--- config.mk ---
export PLATFORM = sky130hd
export DESIGN_NAME = lsu_flat
export DESIGN_NICKNAME = d
export VERILOG_FILES = /design/src/rtl/riscv_pkg.sv /design/src/rtl/lsu_if.sv /design/src/rtl/lsu_align.sv /design/src/rtl/lsu.sv /design/src/flat_wrapper.sv
export SDC_FILE = /design/constraint.sdc
export NUM_CORES = 1
export LEC_CHECK = 0
export ABC_CLOCK_PERIOD_IN_PS = 2910
export CAP_MARGIN = 40
export CORE_ASPECT_RATIO = 0.9
export CORE_MARGIN = 4
export CORE_UTILIZATION = 35
export CTS_CLUSTER_DIAMETER = 80
export DETAILED_ROUTE_END_ITERATION = 10
export PLACE_DENSITY = 0.67
export SLEW_MARGIN = 20
export SYNTH_ARGS = -nofsm -noshare
export SYNTH_HDL_FRONTEND = slang
export SYNTH_SLANG_ARGS = --single-unit
--- constraint.sdc ---
create_clock -name clk -period 2.91 [get_ports clk]
set_input_delay 0.7275 -clock clk [delete_from_list [all_inputs] [get_ports clk]]
set_output_delay 0.7275 -clock clk [all_outputs]
set_load 0.1 [all_outputs]
--- src/rtl/riscv_pkg.sv ---
// Shared RV32 definitions: data width, load/store width codes, LSU state encoding.
// Also provides the request legality check used at handshake time.
package riscv_pkg;

  localparam int unsigned XLEN = 32;

  localparam logic [2:0] F3_B  = 3'b000;
  localparam logic [2:0] F3_H  = 3'b001;
  localparam logic [2:0] F3_W  = 3'b010;
  localparam logic [2:0] F3_BU = 3'b100;
  localparam logic [2:0] F3_HU = 3'b101;

  typedef enum logic [2:0] {
    LSU_IDLE,
    LSU_READ,
    LSU_MERGE,
    LSU_WRITE,
    LSU_DONE
  } lsu_state_e;

  // Unsigned widths exist only for loads; any other code faults.
  function automatic logic lsu_fault(input logic we, input logic [2:0] funct3,
                                     input logic [1:0] off);
    logic f;
    case (funct3)
      F3_B:    f = 1'b0;
      F3_H:    f = off[0];
      F3_W:    f = |off;
      F3_BU:   f = we;
      F3_HU:   f = we | off[0];
      default: f = 1'b1;
    endcase
    return f;
  endfunction

endpackage

--- src/rtl/lsu_if.sv ---
// Pipeline-side request/response bundle of the LSU.
interface lsu_if #(
  parameter int unsigned XLEN = riscv_pkg::XLEN
);
  logic            req_valid;
  logic            req_ready;
  logic            req_we;
  logic [2:0]      req_funct3;
  logic [XLEN-1:0] req_addr;
  logic [XLEN-1:0] req_wdata;
  logic            resp_valid;
  logic [XLEN-1:0] resp_rdata;
  logic            resp_misalign;

  modport master (
    output req_valid, req_we, req_funct3, req_addr, req_wdata,
    input  req_ready, resp_valid, resp_rdata, resp_misalign
  );

  modport slave (
    input  req_valid, req_we, req_funct3, req_addr, req_wdata,
    output req_ready, resp_valid, resp_rdata, resp_misalign
  );
endinterface

--- src/rtl/lsu_align.sv ---
// Byte/halfword lane handling: load extract with sign/zero extension and
// store merge of the addressed lane into the previously read word.
module lsu_align
  import riscv_pkg::*;
#(
  parameter int unsigned XLEN = riscv_pkg::XLEN
) (
  input  logic [2:0]      funct3,
  input  logic [1:0]      offset,
  input  logic [XLEN-1:0] rdata,
  input  logic [XLEN-1:0] wdata,
  output logic [XLEN-1:0] load_data,
  output logic [XLEN-1:0] store_data
);
  logic [7:0]  lane_b;
  logic [15:0] lane_h;

  always_comb begin
    lane_b     = rdata[{offset, 3'b000} +: 8];
    lane_h     = rdata[{offset[1], 4'b0000} +: 16];
    load_data  = rdata;
    store_data = wdata;
    case (funct3)
      F3_B: begin
        load_data                          = {{(XLEN-8){lane_b[7]}}, lane_b};
        store_data                         = rdata;
        store_data[{offset, 3'b000} +: 8]  = wdata[7:0];
      end
      F3_BU: load_data = {{(XLEN-8){1'b0}}, lane_b};
      F3_H: begin
        load_data                              = {{(XLEN-16){lane_h[15]}}, lane_h};
        store_data                             = rdata;
        store_data[{offset[1], 4'b0000} +: 16] = wdata[15:0];
      end
      F3_HU: load_data = {{(XLEN-16){1'b0}}, lane_h};
      default: ;
    endcase
  end
endmodule

--- src/rtl/lsu.sv ---
// Load/store unit: one request at a time against a single word-wide memory.
// Sub-word stores are read-modify-write because the memory has no byte enables.
module lsu
  import riscv_pkg::*;
#(
  parameter int unsigned XLEN       = riscv_pkg::XLEN,
  parameter int unsigned ADDR_WIDTH = 10
) (
  input  logic                  clk,
  input  logic                  rst,
  lsu_if.slave                  bus,
  output logic                  mem_rd_en,
  output logic [ADDR_WIDTH-1:0] mem_rd_addr,
  input  logic [XLEN-1:0]       mem_rd_data,
  output logic                  mem_wr_en,
  output logic [ADDR_WIDTH-1:0] mem_wr_addr,
  output logic [XLEN-1:0]       mem_wr_data
);
  lsu_state_e            state_q, state_d;
  logic                  we_q, we_d;
  logic [2:0]            funct3_q, funct3_d;
  logic [ADDR_WIDTH+1:0] addr_q, addr_d;
  logic [XLEN-1:0]       wdata_q, wdata_d;
  logic [XLEN-1:0]       rdata_q, rdata_d;
  logic                  misalign_q, misalign_d;
  logic                  req_ready;
  logic                  handshake;
  logic [XLEN-1:0]       load_data, store_data;
  logic                  unused_addr_hi;

  lsu_align #(.XLEN(XLEN)) u_align (
    .funct3     (funct3_q),
    .offset     (addr_q[1:0]),
    .rdata      (mem_rd_data),
    .wdata      (wdata_q),
    .load_data  (load_data),
    .store_data (store_data)
  );

  always_comb begin
    req_ready         = rst && (state_q == LSU_IDLE);
    handshake         = bus.req_valid && req_ready;
    bus.req_ready     = req_ready;
    bus.resp_valid    = (state_q == LSU_DONE);
    bus.resp_rdata    = rdata_q;
    bus.resp_misalign = misalign_q;
    mem_rd_addr       = addr_q[ADDR_WIDTH+1:2];
    mem_wr_addr       = addr_q[ADDR_WIDTH+1:2];
    mem_wr_data       = wdata_q;
    unused_addr_hi    = ^bus.req_addr[XLEN-1:ADDR_WIDTH+2];
  end

  // Response registers change only on entry to DONE so they hold between responses.
  always_comb begin
    state_d    = state_q;
    we_d       = we_q;
    funct3_d   = funct3_q;
    addr_d     = addr_q;
    wdata_d    = wdata_q;
    rdata_d    = rdata_q;
    misalign_d = misalign_q;
    mem_rd_en  = 1'b0;
    mem_wr_en  = 1'b0;
    case (state_q)
      LSU_IDLE: begin
        if (handshake) begin
          we_d     = bus.req_we;
          funct3_d = bus.req_funct3;
          addr_d   = bus.req_addr[ADDR_WIDTH+1:0];
          wdata_d  = bus.req_wdata;
          if (lsu_fault(bus.req_we, bus.req_funct3, bus.req_addr[1:0])) begin
            misalign_d = 1'b1;
            rdata_d    = '0;
            state_d    = LSU_DONE;
          end else if (bus.req_we && (bus.req_funct3 == F3_W)) begin
            state_d = LSU_WRITE;
          end else begin
            state_d = LSU_READ;
          end
        end
      end
      LSU_READ: begin
        mem_rd_en = 1'b1;
        state_d   = LSU_MERGE;
      end
      LSU_MERGE: begin
        if (we_q) begin
          wdata_d = store_data;
          state_d = LSU_WRITE;
        end else begin
          rdata_d    = load_data;
          misalign_d = 1'b0;
          state_d    = LSU_DONE;
        end
      end
      LSU_WRITE: begin
        mem_wr_en  = 1'b1;
        rdata_d    = '0;
        misalign_d = 1'b0;
        state_d    = LSU_DONE;
      end
      LSU_DONE: state_d = LSU_IDLE;
      default:  state_d = LSU_IDLE;
    endcase
  end

  always_ff @(posedge clk) begin
    if (!rst) begin
      state_q    <= LSU_IDLE;
      we_q       <= 1'b0;
      funct3_q   <= '0;
      addr_q     <= '0;
      wdata_q    <= '0;
      rdata_q    <= '0;
      misalign_q <= 1'b0;
    end else begin
      state_q    <= state_d;
      we_q       <= we_d;
      funct3_q   <= funct3_d;
      addr_q     <= addr_d;
      wdata_q    <= wdata_d;
      rdata_q    <= rdata_d;
      misalign_q <= misalign_d;
    end
  end
endmodule
--- src/flat_wrapper.sv ---
// flat-port wrapper written by rule: the top's interface ports become plain ports
module lsu_flat import riscv_pkg::*;
#(
  parameter int unsigned XLEN       = riscv_pkg::XLEN,
  parameter int unsigned ADDR_WIDTH = 10
)
  (clk, rst, mem_rd_en, mem_rd_addr, mem_rd_data, mem_wr_en, mem_wr_addr, mem_wr_data, bus_req_valid, bus_req_we, bus_req_funct3, bus_req_addr, bus_req_wdata, bus_req_ready, bus_resp_valid, bus_resp_rdata, bus_resp_misalign);
  lsu_if #(.XLEN(XLEN)) bus_i ();
  input  logic clk;
  input  logic rst;
  output logic mem_rd_en;
  output logic [ADDR_WIDTH-1:0] mem_rd_addr;
  input  logic [XLEN-1:0] mem_rd_data;
  output logic mem_wr_en;
  output logic [ADDR_WIDTH-1:0] mem_wr_addr;
  output logic [XLEN-1:0] mem_wr_data;
  input wire logic [$bits(bus_i.req_valid)-1:0] bus_req_valid;
  input wire logic [$bits(bus_i.req_we)-1:0] bus_req_we;
  input wire logic [$bits(bus_i.req_funct3)-1:0] bus_req_funct3;
  input wire logic [$bits(bus_i.req_addr)-1:0] bus_req_addr;
  input wire logic [$bits(bus_i.req_wdata)-1:0] bus_req_wdata;
  output wire logic [$bits(bus_i.req_ready)-1:0] bus_req_ready;
  output wire logic [$bits(bus_i.resp_valid)-1:0] bus_resp_valid;
  output wire logic [$bits(bus_i.resp_rdata)-1:0] bus_resp_rdata;
  output wire logic [$bits(bus_i.resp_misalign)-1:0] bus_resp_misalign;
  assign bus_i.req_valid = bus_req_valid;
  assign bus_i.req_we = bus_req_we;
  assign bus_i.req_funct3 = bus_req_funct3;
  assign bus_i.req_addr = bus_req_addr;
  assign bus_i.req_wdata = bus_req_wdata;
  assign bus_req_ready = bus_i.req_ready;
  assign bus_resp_valid = bus_i.resp_valid;
  assign bus_resp_rdata = bus_i.resp_rdata;
  assign bus_resp_misalign = bus_i.resp_misalign;
  lsu #(.XLEN(XLEN), .ADDR_WIDTH(ADDR_WIDTH)) u_core (.clk(clk), .rst(rst), .bus(bus_i), .mem_rd_en(mem_rd_en), .mem_rd_addr(mem_rd_addr), .mem_rd_data(mem_rd_data), .mem_wr_en(mem_wr_en), .mem_wr_addr(mem_wr_addr), .mem_wr_data(mem_wr_data));
endmodule
==> results of run 1 <==
kinds of logic after synthesis:
family                     after synthesis
and+or+nand+nor                        170
DFF                                     84
AOI/OAI and AO/OA                      209
buffers and inverters                   85
adders and majority gates                5
muxes                                   44
through the flow:
step | hold WS [ns] | utilization (%) | instance area [um^2] | cells
2_1_floorplan | 0.4501 | - | 4926 | 597
3_3_place_gp | 0.4478 | 47.30 | 6391 | 887
3_5_place_dp | 0.4525 | 47.30 | 6391 | 887
4_1_cts | 0.4625 | 49.52 | 6691 | 903
5_1_grt | 0.4791 | 49.52 | 6691 | 903
6_report | 0.4620 | 49.52 | 6691 | 903
layout by cell type, fill, tap and decap left out, types with 13 or more instances in the layout:
master and n:
mux2i_1 34, nand2_1 90, dfxtp_1 84, o21ai_0 60
inv_1 13, a22oi_1 18, nor2_1 16, clkdlybuf4s50_1 81
buf_4 108, nand2b_1 16, a21oi_1 48
flip-flops by register name (all words and copies together), names as in the netlist:
register                  flops
u_core.bus.resp_rdata        32
u_core.we_q                   1
u_core.state_q                3
u_core.funct3_q               3
u_core.addr_q                12
u_core.mem_wr_data           32
u_core.bus.resp_misalign      1
worst max-delay path: stages (launching register included):
cell and delay, ns:
dfxtp_1 0.55, inv_1 0.19, nor3b_2 0.24, buf_4 0.32
routing by layer:
layer / vias to the layer above / global-route usage, % / wire length [um]
met1: 2445 / 30.80 / 8148
li1: 2425 / - / -
met2: 243 / 34.30 / 8226
met4: 0 / 5.325 / 281
met5: - / 0 / 0
met3: 24 / 5.907 / 1568
area by class of cell:
cell class / count / area, um^2 / share of cell area [%]
inverters: 15 / 56.30 / 0.8414
repair buffers: 192 / 1667 / 24.91
clock buffers: 9 / 225.2 / 3.366
clock inverters: 7 / 75.07 / 1.122
multi-input cells: 428 / 2776 / 41.49
well taps: 168 / 210.2 / 3.141
flip-flops and latches: 84 / 1682 / 25.13
worst max path at each step:
stage | start | endpoint | slack (ns) | cells past startpoint
2_1_floorplan | u_core.state_q[2]$_SDFFE_PN0P_ | bus_resp_valid | -0.61 | 2
4_1_cts | u_core.state_q[1]$_SDFFE_PN0P_ | mem_wr_en | 0.52 | 3
3_3_place_gp | rst | u_core.mem_wr_data[13]$_SDFFE_PN0P_ | 0.37 | 5
5_1_grt | rst | u_core.mem_wr_data[14]$_SDFFE_PN0P_ | 0.42 | 5
6_report | u_core.state_q[1]$_SDFFE_PN0P_ | mem_wr_en | 0.52 | 3
3_5_place_dp | rst | u_core.mem_wr_data[13]$_SDFFE_PN0P_ | 0.29 | 5
power groups by stage:
stage	registers, mW	logic [mW]	clock network [mW]
finish	1.26	1.05	1.20
global route	1.27	1.10	1.27
CTS	1.26	1.05	1.22
detailed placement	1.29	1.04	0
global placement	1.28	1.03	0
floorplan	1.55	0.467	0
==> out/metrics.yaml, run 1 <==
post-cts-setup-buffer-count: 0
drc_errors: 0
slew_headroom_pct: 46.89
clkSlewWorstSetupHoldPaths_ns: 0.07
cts.repair.resized: 0
drv_slew: 0
maxCapViolations: 0
status: "finished, final reports clean"
reg2reg_depth: 4
wl_per_cell_um: 20.18
synthMostInstantiatedCell: "nand2_1"
synth_compound_area_share_pct: 28.39
r2r-end: "u_core.mem_wr_data[18]$_SDFFE_PN0P_"
p_switching_mw: 1.310
async_flop_share_pct: 0
synth_edf_count: 0
drive_gt1_share_pct: 20.54
synth-seq-area-share_pct: 34.28
ir_drop_mv: 0.2938
whs_endpoint: "u_core.bus.resp_rdata[23]$_SDFFE_PN0P_"
synth_fa_ha_area_share_pct: 1.275
syn_inst: 597
synthDistinctLibCells: 56
dr.first_iter.drc_count: 500
grt_max_degree: 52
p_int_mw: 2.197
port_buffers: 171
setup_tns_ns: 0
globalplace.congestion: 0.9251
hold_viol: 0
critPathMaxFanout: 10
cts_tree: "built"
power.share.switching_pct: 37.36
antenna_found_initial: 0
synth_top_area_share_pct: 34.28
overflow: 0
critPathKind: "reg2out"
crit_required_ns: 2.18
yosysWarnings: 0
fmax_mhz: 418.5
grt_pass1_wl_um: 28210
hold_buffers: 0
rsz0062_at_grt: "no"
reg2reg_slack_ns: 0.67
finalCriticalPeriod_ns: 2.389
nFillCells: 1290
viasPerCell: 5.689
grt_pass1_vias: 4924
worst_slew_pin_slew_ns: 0.7948
finalWorstSetupSlack_ns: 0.5207
combPwrFrac_pct: 29.9
synth_top_cell_by_area: "dfxtp_1"
reg2reg_from: "u_core.funct3_q[0]$_SDFFE_PN0P_"
clock_sinks: 84
arrival_ns: 1.66
fin_skew_ns: 0.004413
power_mw: 3.508
start_kind: "register"
p_leak_nw: 2.513
fin_nets: 838
fin_crit_sh_pct: 82.11
firstDrtPassIters: 5
postRouteAntennaNets: 0
clock_path_buffers: 2
worst_skew_pair.late_latency_ns: 0.35
clk_root_buffer_cell: "clkbuf_16"
hp-class: "reg2reg"
vias: 5137
cp-end-kind: "primary output"
synth_top_family_by_area: "compound AO/OA/AOI/OAI gates"
seq_power_share_pct: 36.0
synth_commonest_cells: "90 x nand2_1, 84 x dfxtp_1, 60 x o21ai_0"
place_ws_ns: 0.2916
num_antenna_cells: 0
setup_viol: 0
rows: 40
p_per_area_nw_per_um2: 524.2
wl_um: 18230
die_w_um: 132.8
syn_nets: 705
syn_avg_cell_area_um2: 8.218
dieArea_um2: 15980
ys.flop_type: "dfxtp_1"
hold_path_depth: 2
synth_area_um2: 4906
htree_levels: 3
grt.total_usage_pct: 22.17
ys_ff_latch: 84
clockPowerShare_pct: 34.1
start_util_pct: 36.31
core_um2: 13510
synth_xor_area_share_pct: 0
die_y_um: 120.3
synth-simple-area-share_pct: 17.42
place_hpwl_um: 13750
synthMuxAreaShare_pct: 9.232
min_from: "u_core.bus.resp_rdata[23]$_SDFFE_PN0P_"
synth.area.top_cells: "dfxtp_1 34%, mux2i_1 6.9%, nand2_1 6.9%, o21ai_0 6.1%, a21oi_1 4.9%"
synthToLayoutAreaGrowth_pct: 36.39
cts_buffers: 9
ios: 192
(Power assumes the default switching activity.)
==> run 2: changes to the inputs <==
--- a/config.mk
+++ b/config.mk
@@ -5,14 +5,14 @@
 export SDC_FILE = /design/constraint.sdc
 export NUM_CORES = 1
 export LEC_CHECK = 0
-export ABC_CLOCK_PERIOD_IN_PS = 2910
+export ABC_CLOCK_PERIOD_IN_PS = 2000
 export CAP_MARGIN = 40
 export CORE_ASPECT_RATIO = 0.9
 export CORE_MARGIN = 4
 export CORE_UTILIZATION = 35
 export CTS_CLUSTER_DIAMETER = 80
 export DETAILED_ROUTE_END_ITERATION = 10
-export PLACE_DENSITY = 0.67
+export PLACE_DENSITY = 0.69
 export SLEW_MARGIN = 20
 export SYNTH_ARGS = -nofsm -noshare
 export SYNTH_HDL_FRONTEND = slang
==> constraint.sdc (replaced) <==
create_clock -name clk -period 2 [get_ports clk]
set_input_delay 0.5 -clock clk [delete_from_list [all_inputs] [get_ports clk]]
set_output_delay 0.5 -clock clk [all_outputs]
set_load 0.1 [all_outputs]
==> run 2 against run 1 <==
  * Critical path depth is the same
  * Clock-buffer cell count grew 2
  * Sequential power grew 48%
  * Clock power grew 43%
  * First-iteration DRC count shrank 2.2%
  * Combinational power grew 75%
  * Routed wire length grew 5.5%
  * Cell area grew 23%
  * Via count grew 5.6%
  * Final cell count grew 4.9%
  * Flip-flop and latch count is the same
==> out/metrics.yaml, run 2 (synthesis gave the netlist of run 1 again) <==
p_leak_nw: 3.018  # was 2.513 nW
overflow: 0  # unchanged
wl_um: 19220  # was 18230 um
hold_viol: 0  # unchanged
firstDrtPassIters: 5  # unchanged
cp_cell_sequence: "buf_4 > nor3b_4 > buf_12"  # was inv_1 > nor3b_2 > buf_4
die_w_um: 132.8  # unchanged
grt_pass1_vias: 5177  # was 4924
crit_required_ns: 1.50  # was 2.18 ns
htree_levels: 3  # unchanged
utilization_pct: 60.77  # was 49.52%
die_y_um: 120.3  # unchanged
cts_buffers: 9  # unchanged
cp_top_family: "flip-flops"  # unchanged
synthToLayoutAreaGrowth_pct: 67.38  # was 36.39%
critPathKind: "reg2out"  # unchanged
grt_pass1_wl_um: 28790  # was 28210 um
place_ws_ns: -0.2642  # was 0.2916 ns
grt_max_degree: 59  # was 52
rows: 40  # unchanged
critPathMaxFanout: 7  # was 10
setup_viol: 0  # unchanged
maxCapViolations: 0  # unchanged
start_util_pct: 36.31  # unchanged
cts_tree: "built"  # unchanged
layout_common_cells: "91 x buf_12, 89 x nand2_1, 82 x dfxtp_1"  # was 108 x buf_4, 90 x nand2_1, 84 x dfxtp_1
clock_path_buffers: 2  # unchanged
hold_buffers: 0  # unchanged
dieArea_um2: 15980  # unchanged
max_stage_delay_ns: 0.45  # was 0.55 ns
hp-class: "reg2reg"  # unchanged
ios: 192  # unchanged
power_mw: 5.434  # was 3.508 mW
post-cts-setup-buffer-count: 0  # unchanged
port_buffers: 171  # unchanged
fin_crit_sh_pct: 97.58
drc_errors: 0  # unchanged
crit_slowest_cell: "dfxtp_1"  # unchanged
clk_root_buffer_cell: "clkbuf_16"  # unchanged
clock_sinks: 84  # unchanged
grt.total_usage_pct: 22.71  # was 22.17%
drv_slew: 0  # unchanged
vias: 5423  # was 5137
num_antenna_cells: 0  # unchanged
finalCriticalPeriod_ns: 1.952
wl_per_cell_um: 20.30  # was 20.18 um
finalWorstSetupSlack_ns: 0.04836  # was 0.5207 ns
postRouteAntennaNets: 0  # unchanged
place_hpwl_um: 14920  # was 13750 um
slew_headroom_pct: 57.65  # was 46.89%
ir_drop_mv: 0.3574  # was 0.2938 mV
status: "finished, final reports clean"  # unchanged
cp.buffers_inverters: 2  # unchanged
final_common_cell: "buf_12"  # was buf_4
globalplace.congestion: 0.8746  # was 0.9251
viasPerCell: 5.727  # was 5.689
p_per_area_nw_per_um2: 661.7  # was 524.2 nW/um^2
place_inst: 931  # was 887
start_kind: "register"  # unchanged
fin_skew_ns: 0.005994  # was 0.004413 ns
clkSlewWorstSetupHoldPaths_ns: 0.07  # about the same
dr.first_iter.drc_count: 489  # was 500
drive_gt1_share_pct: 26.06  # was 20.54%
antenna_found_initial: 0  # unchanged
fmax_mhz: 512.4
worst_slew_pin_slew_ns: 0.6339  # was 0.7948 ns
cts.repair.resized: 0  # unchanged
core_um2: 13510  # unchanged
worst_skew_pair.late_latency_ns: 0.34  # was 0.35 ns
fin_nets: 882  # was 838
cp-end-kind: "primary output"  # unchanged
finalNonFillerCells: 947  # was 903
arrival_ns: 1.45  # was 1.66 ns
==> run 2: worst min-delay path, stage by stage (launching register included) <==
cell	delay, ns
dfxtp_1	0.33
nand2_1	0.06
mux2i_1	0.06
==> run 2: layout make-up <==
cell class | count | area (um^2)
inverter | 15 | 56.30
tap | 168 | 210.2
clock inverter | 5 | 61.31
fill | 1128 | 5301
multi-input combinational | 428 | 2843
sequential | 84 | 1684
timing repair buffer | 236 | 3114
clock buffer | 11 | 242.7
==> run 2: routing by layer <==
metal	GRT usage, %	vias up	part of all wire [%]
met4	9.286	0	3.9
li1	-	2523	-
met3	5.200	61	8.3
met1	30.62	2546	42
met5	0	-	0
met2	35.06	293	46
==> run 2: per-stage QoR <==
stage | cell area [um^2] | setup TNS, ns | hold slack, ns
after detailed placement | 7871 | -6.974 | 0.4928
after CTS | 8175 | 0 | 0.5033
after global routing | 8212 | -0.003990 | 0.5147
final | 8212 | 0 | 0.4977
after floorplan | 4999 | -24.31 | 0.4501
after global placement | 7871 | -6.042 | 0.4862
==> run 2: power breakdown <==
part / switching, mW / internal (mW)
Clock: 0.715 / 1.01
Sequential: 0.116 / 1.75
Combinational: 1.10 / 0.739
==> run 2: worst paths after layout <==
check	depth (start not counted)	endpoint	slack (ns)	startpoint
worst max-delay path	3	bus_resp_valid	0.05	u_core.state_q[2]$_SDFFE_PN0P_
worst min-delay path	2	u_core.bus.resp_rdata[24]$_SDFFE_PN0P_	0.50	u_core.bus.resp_rdata[24]$_SDFFE_PN0P_
worst max register to register	5	u_core.mem_wr_data[10]$_SDFFE_PN0P_	0.17	u_core.funct3_q[0]$_SDFFE_PN0P_
worst min register to register	2	u_core.bus.resp_rdata[24]$_SDFFE_PN0P_	0.50	u_core.bus.resp_rdata[24]$_SDFFE_PN0P_
==> run 3: changes to the inputs <==
--- a/config.mk
+++ b/config.mk
@@ -8,7 +8,7 @@
 export ABC_CLOCK_PERIOD_IN_PS = 2000
 export CAP_MARGIN = 40
 export CORE_ASPECT_RATIO = 0.9
-export CORE_MARGIN = 4
+export CORE_MARGIN = 2
 export CORE_UTILIZATION = 35
 export CTS_CLUSTER_DIAMETER = 80
 export DETAILED_ROUTE_END_ITERATION = 10
==> run 3 against run 2 <==
  * Fmax down 1.1%
  * Sequential power about the same
  * Clock skew about the same
  * Critical endpoint is now bus_req_ready
  * Largest cell class unchanged
  * Highest routed layer unchanged
  * Critical path type unchanged
==> out/metrics.yaml, run 3 (synthesis gave the netlist of run 1 again) <==
antenna_found_initial: 0  # unchanged
overflow: 0  # unchanged
start_util_pct: 35.42  # was 36.31%
reg2reg_slack_ns: 0.09  # was 0.17 ns
setup_viol: 0  # unchanged
r2r-end: "u_core.mem_wr_data[13]$_SDFFE_PN0P_"  # was u_core.mem_wr_data[10]$_SDFFE_PN0P_
vias: 5523  # was 5423
design_area_um2: 8344  # was 8212 um^2
status: "finished, final reports clean"  # unchanged
dr.first_iter.drc_count: 503  # was 489
viasPerCell: 5.747  # was 5.727
nFillCells: 1144  # was 1128
port_buffers: 171  # unchanged
grt_pass1_vias: 5180  # was 5177
grt_max_degree: 52  # was 59
rsz0062_at_grt: "yes"
cts_buffers: 9  # unchanged
place_hpwl_um: 14630  # was 14920 um
finalCriticalPeriod_ns: 1.973  # was 1.952 ns
die_y_um: 116.3  # was 120.3 um
postRouteAntennaNets: 0  # unchanged
clock_sinks: 84  # unchanged
slew_headroom_pct: 52.00  # was 57.65%
cp-end-kind: "primary output"  # unchanged
dpl_cell_area_um2: 7864  # was 7871 um^2
fmax_mhz: 506.8  # was 512.4 MHz
drive_gt1_share_pct: 27.76  # was 26.06%
htree_levels: 3  # unchanged
grt_pass1_wl_um: 28970  # was 28790 um
firstDrtPassIters: 6  # was 5
clkSlewWorstSetupHoldPaths_ns: 0.06  # was 0.07 ns
finalWorstSetupSlack_ns: 0.02685  # was 0.04836 ns
grt.total_usage_pct: 25.17  # was 22.71%
start_kind: "register"  # unchanged
wl_per_cell_um: 20.09  # was 20.30 um
arrival_ns: 1.47  # was 1.45 ns
p_leak_nw: 3.082  # was 3.018 nW
reg2reg_depth: 8  # was 5
ir_drop_mv: 0.4515  # was 0.3574 mV
maxCapViolations: 0  # unchanged
drv_slew: 0  # unchanged
layout_common_cells: "90 x buf_12, 89 x nand2_1, 81 x clkdlybuf4s50_1"  # was 91 x buf_12, 89 x nand2_1, 82 x dfxtp_1
fin_crit_sh_pct: 98.66  # was 97.58%
startpoint: "u_core.state_q[0]$_SDFFE_PN0P_"  # was u_core.state_q[2]$_SDFFE_PN0P_
crit_required_ns: 1.50  # about the same
final_common_cell: "buf_12"  # unchanged
drc_errors: 0  # unchanged
wl_um: 19310  # was 19220 um
power_mw: 5.586  # was 5.434 mW
ios: 192  # unchanged
cts_tree: "built"  # unchanged
seqCellArea_um2: 1697  # was 1684 um^2
die_w_um: 128.8  # was 132.8 um
fin_skew_ns: 0.006356  # was 0.005994 ns
core_um2: 13850  # was 13510 um^2
critPathCapture: "bus_req_ready"  # was bus_resp_valid
dieArea_um2: 14980  # was 15980 um^2
hold_viol: 0  # unchanged
hp-class: "reg2reg"  # unchanged
globalplace.congestion: 0.8992  # was 0.8746
reg2reg_from: "u_core.addr_q[1]$_SDFFE_PN0P_"  # was u_core.funct3_q[0]$_SDFFE_PN0P_
synthToLayoutAreaGrowth_pct: 70.08  # was 67.38%
clk_root_buffer_cell: "clkbuf_16"  # unchanged
p_per_area_nw_per_um2: 669.4  # was 661.7 nW/um^2
hold_buffers: 0  # unchanged
critPathKind: "reg2out"  # unchanged
fin_nets: 892  # was 882
clock_path_buffers: 2  # unchanged
critPathMaxFanout: 8  # was 7
num_antenna_cells: 0  # unchanged
multi_input_area_um2: 2855  # was 2843 um^2
worst_skew_pair.late_latency_ns: 0.35  # was 0.34 ns
rows: 41  # was 40
worst_slew_pin_slew_ns: 0.7185  # was 0.6339 ns
place_ws_ns: -0.2821  # was -0.2642 ns
[run 3: cell types whose count changed in the layout (fill, tap and decap cells not counted), sizes merged]
cell    before  now
buf        155  165
clkinv       6    4
bufinv       1    2
inv         13   14
[run 3: stage by stage]
step | setup TNS, ns | cells | util, % | hold slack (ns)
after global routing | -0.09107 | 961 | 60.24 | 0.5155
after detailed placement | -8.221 | 935 | 56.78 | 0.4911
after CTS | 0 | 954 | 59.52 | 0.4990
after floorplan | -24.31 | 597 | - | 0.4501
after global placement | -5.719 | 935 | 56.78 | 0.4856
final | 0 | 961 | 60.24 | 0.4992
[run 3: routing by layer]
metal	GRT usage (%)	wire length, um
met4	9.783	666
met2	41.06	9057
met5	0	0
met3	5.039	1729
met1	33.01	7851
[run 3: power by group]
group / internal, mW / switching, mW
clock: 1.13 / 0.719
sequential: 1.75 / 0.118
combinational: 0.756 / 1.11
[run 3: worst max-delay path: stages (launching register included)]
cell and delay, ns:
dfxtp_4 0.37, buf_6 0.14, nor4b_4 0.28, buf_4 0.17, buf_12 0.16
[run 3: worst min-delay path by stage]
| stage | from | cells after the start | endpoint |
|---|---|---|---|
| final | u_core.bus.resp_rdata[26]$_SDFFE_PN0P_ | 2 | u_core.bus.resp_rdata[26]$_SDFFE_PN0P_ |
| after floorplan | u_core.addr_q[11]$_SDFFE_PN0P_ | 2 | u_core.addr_q[11]$_SDFFE_PN0P_ |
| after global placement | u_core.bus.resp_rdata[26]$_SDFFE_PN0P_ | 2 | u_core.bus.resp_rdata[26]$_SDFFE_PN0P_ |
| after detailed placement | u_core.bus.resp_rdata[26]$_SDFFE_PN0P_ | 2 | u_core.bus.resp_rdata[26]$_SDFFE_PN0P_ |
| after global routing | rst | 3 | u_core.state_q[0]$_SDFFE_PN0P_ |
| after CTS | rst | 3 | u_core.state_q[0]$_SDFFE_PN0P_ |
[run 3: repair_timing]
| item | 4_1_cts | 5_1_grt |
|---|---|---|
| endpoints found under the hold margin | 0 | 0 |
| pin swaps | 2 | 4 |
| endpoints found under the setup margin | 9 | 31 |
| setup buffers | 3 | 7 |
| gates resized for setup | 9 | 14 |
[run 3: cell type report]
class / instances / share of cell area, %
repair buffers: 246 / 38.30
multi-input cells: 428 / 34.22
flip-flops and latches: 84 / 20.33
clock buffers: 11 / 2.909
well taps: 172 / 2.579
clock inverters: 5 / 0.9897
inverters: 15 / 0.6748
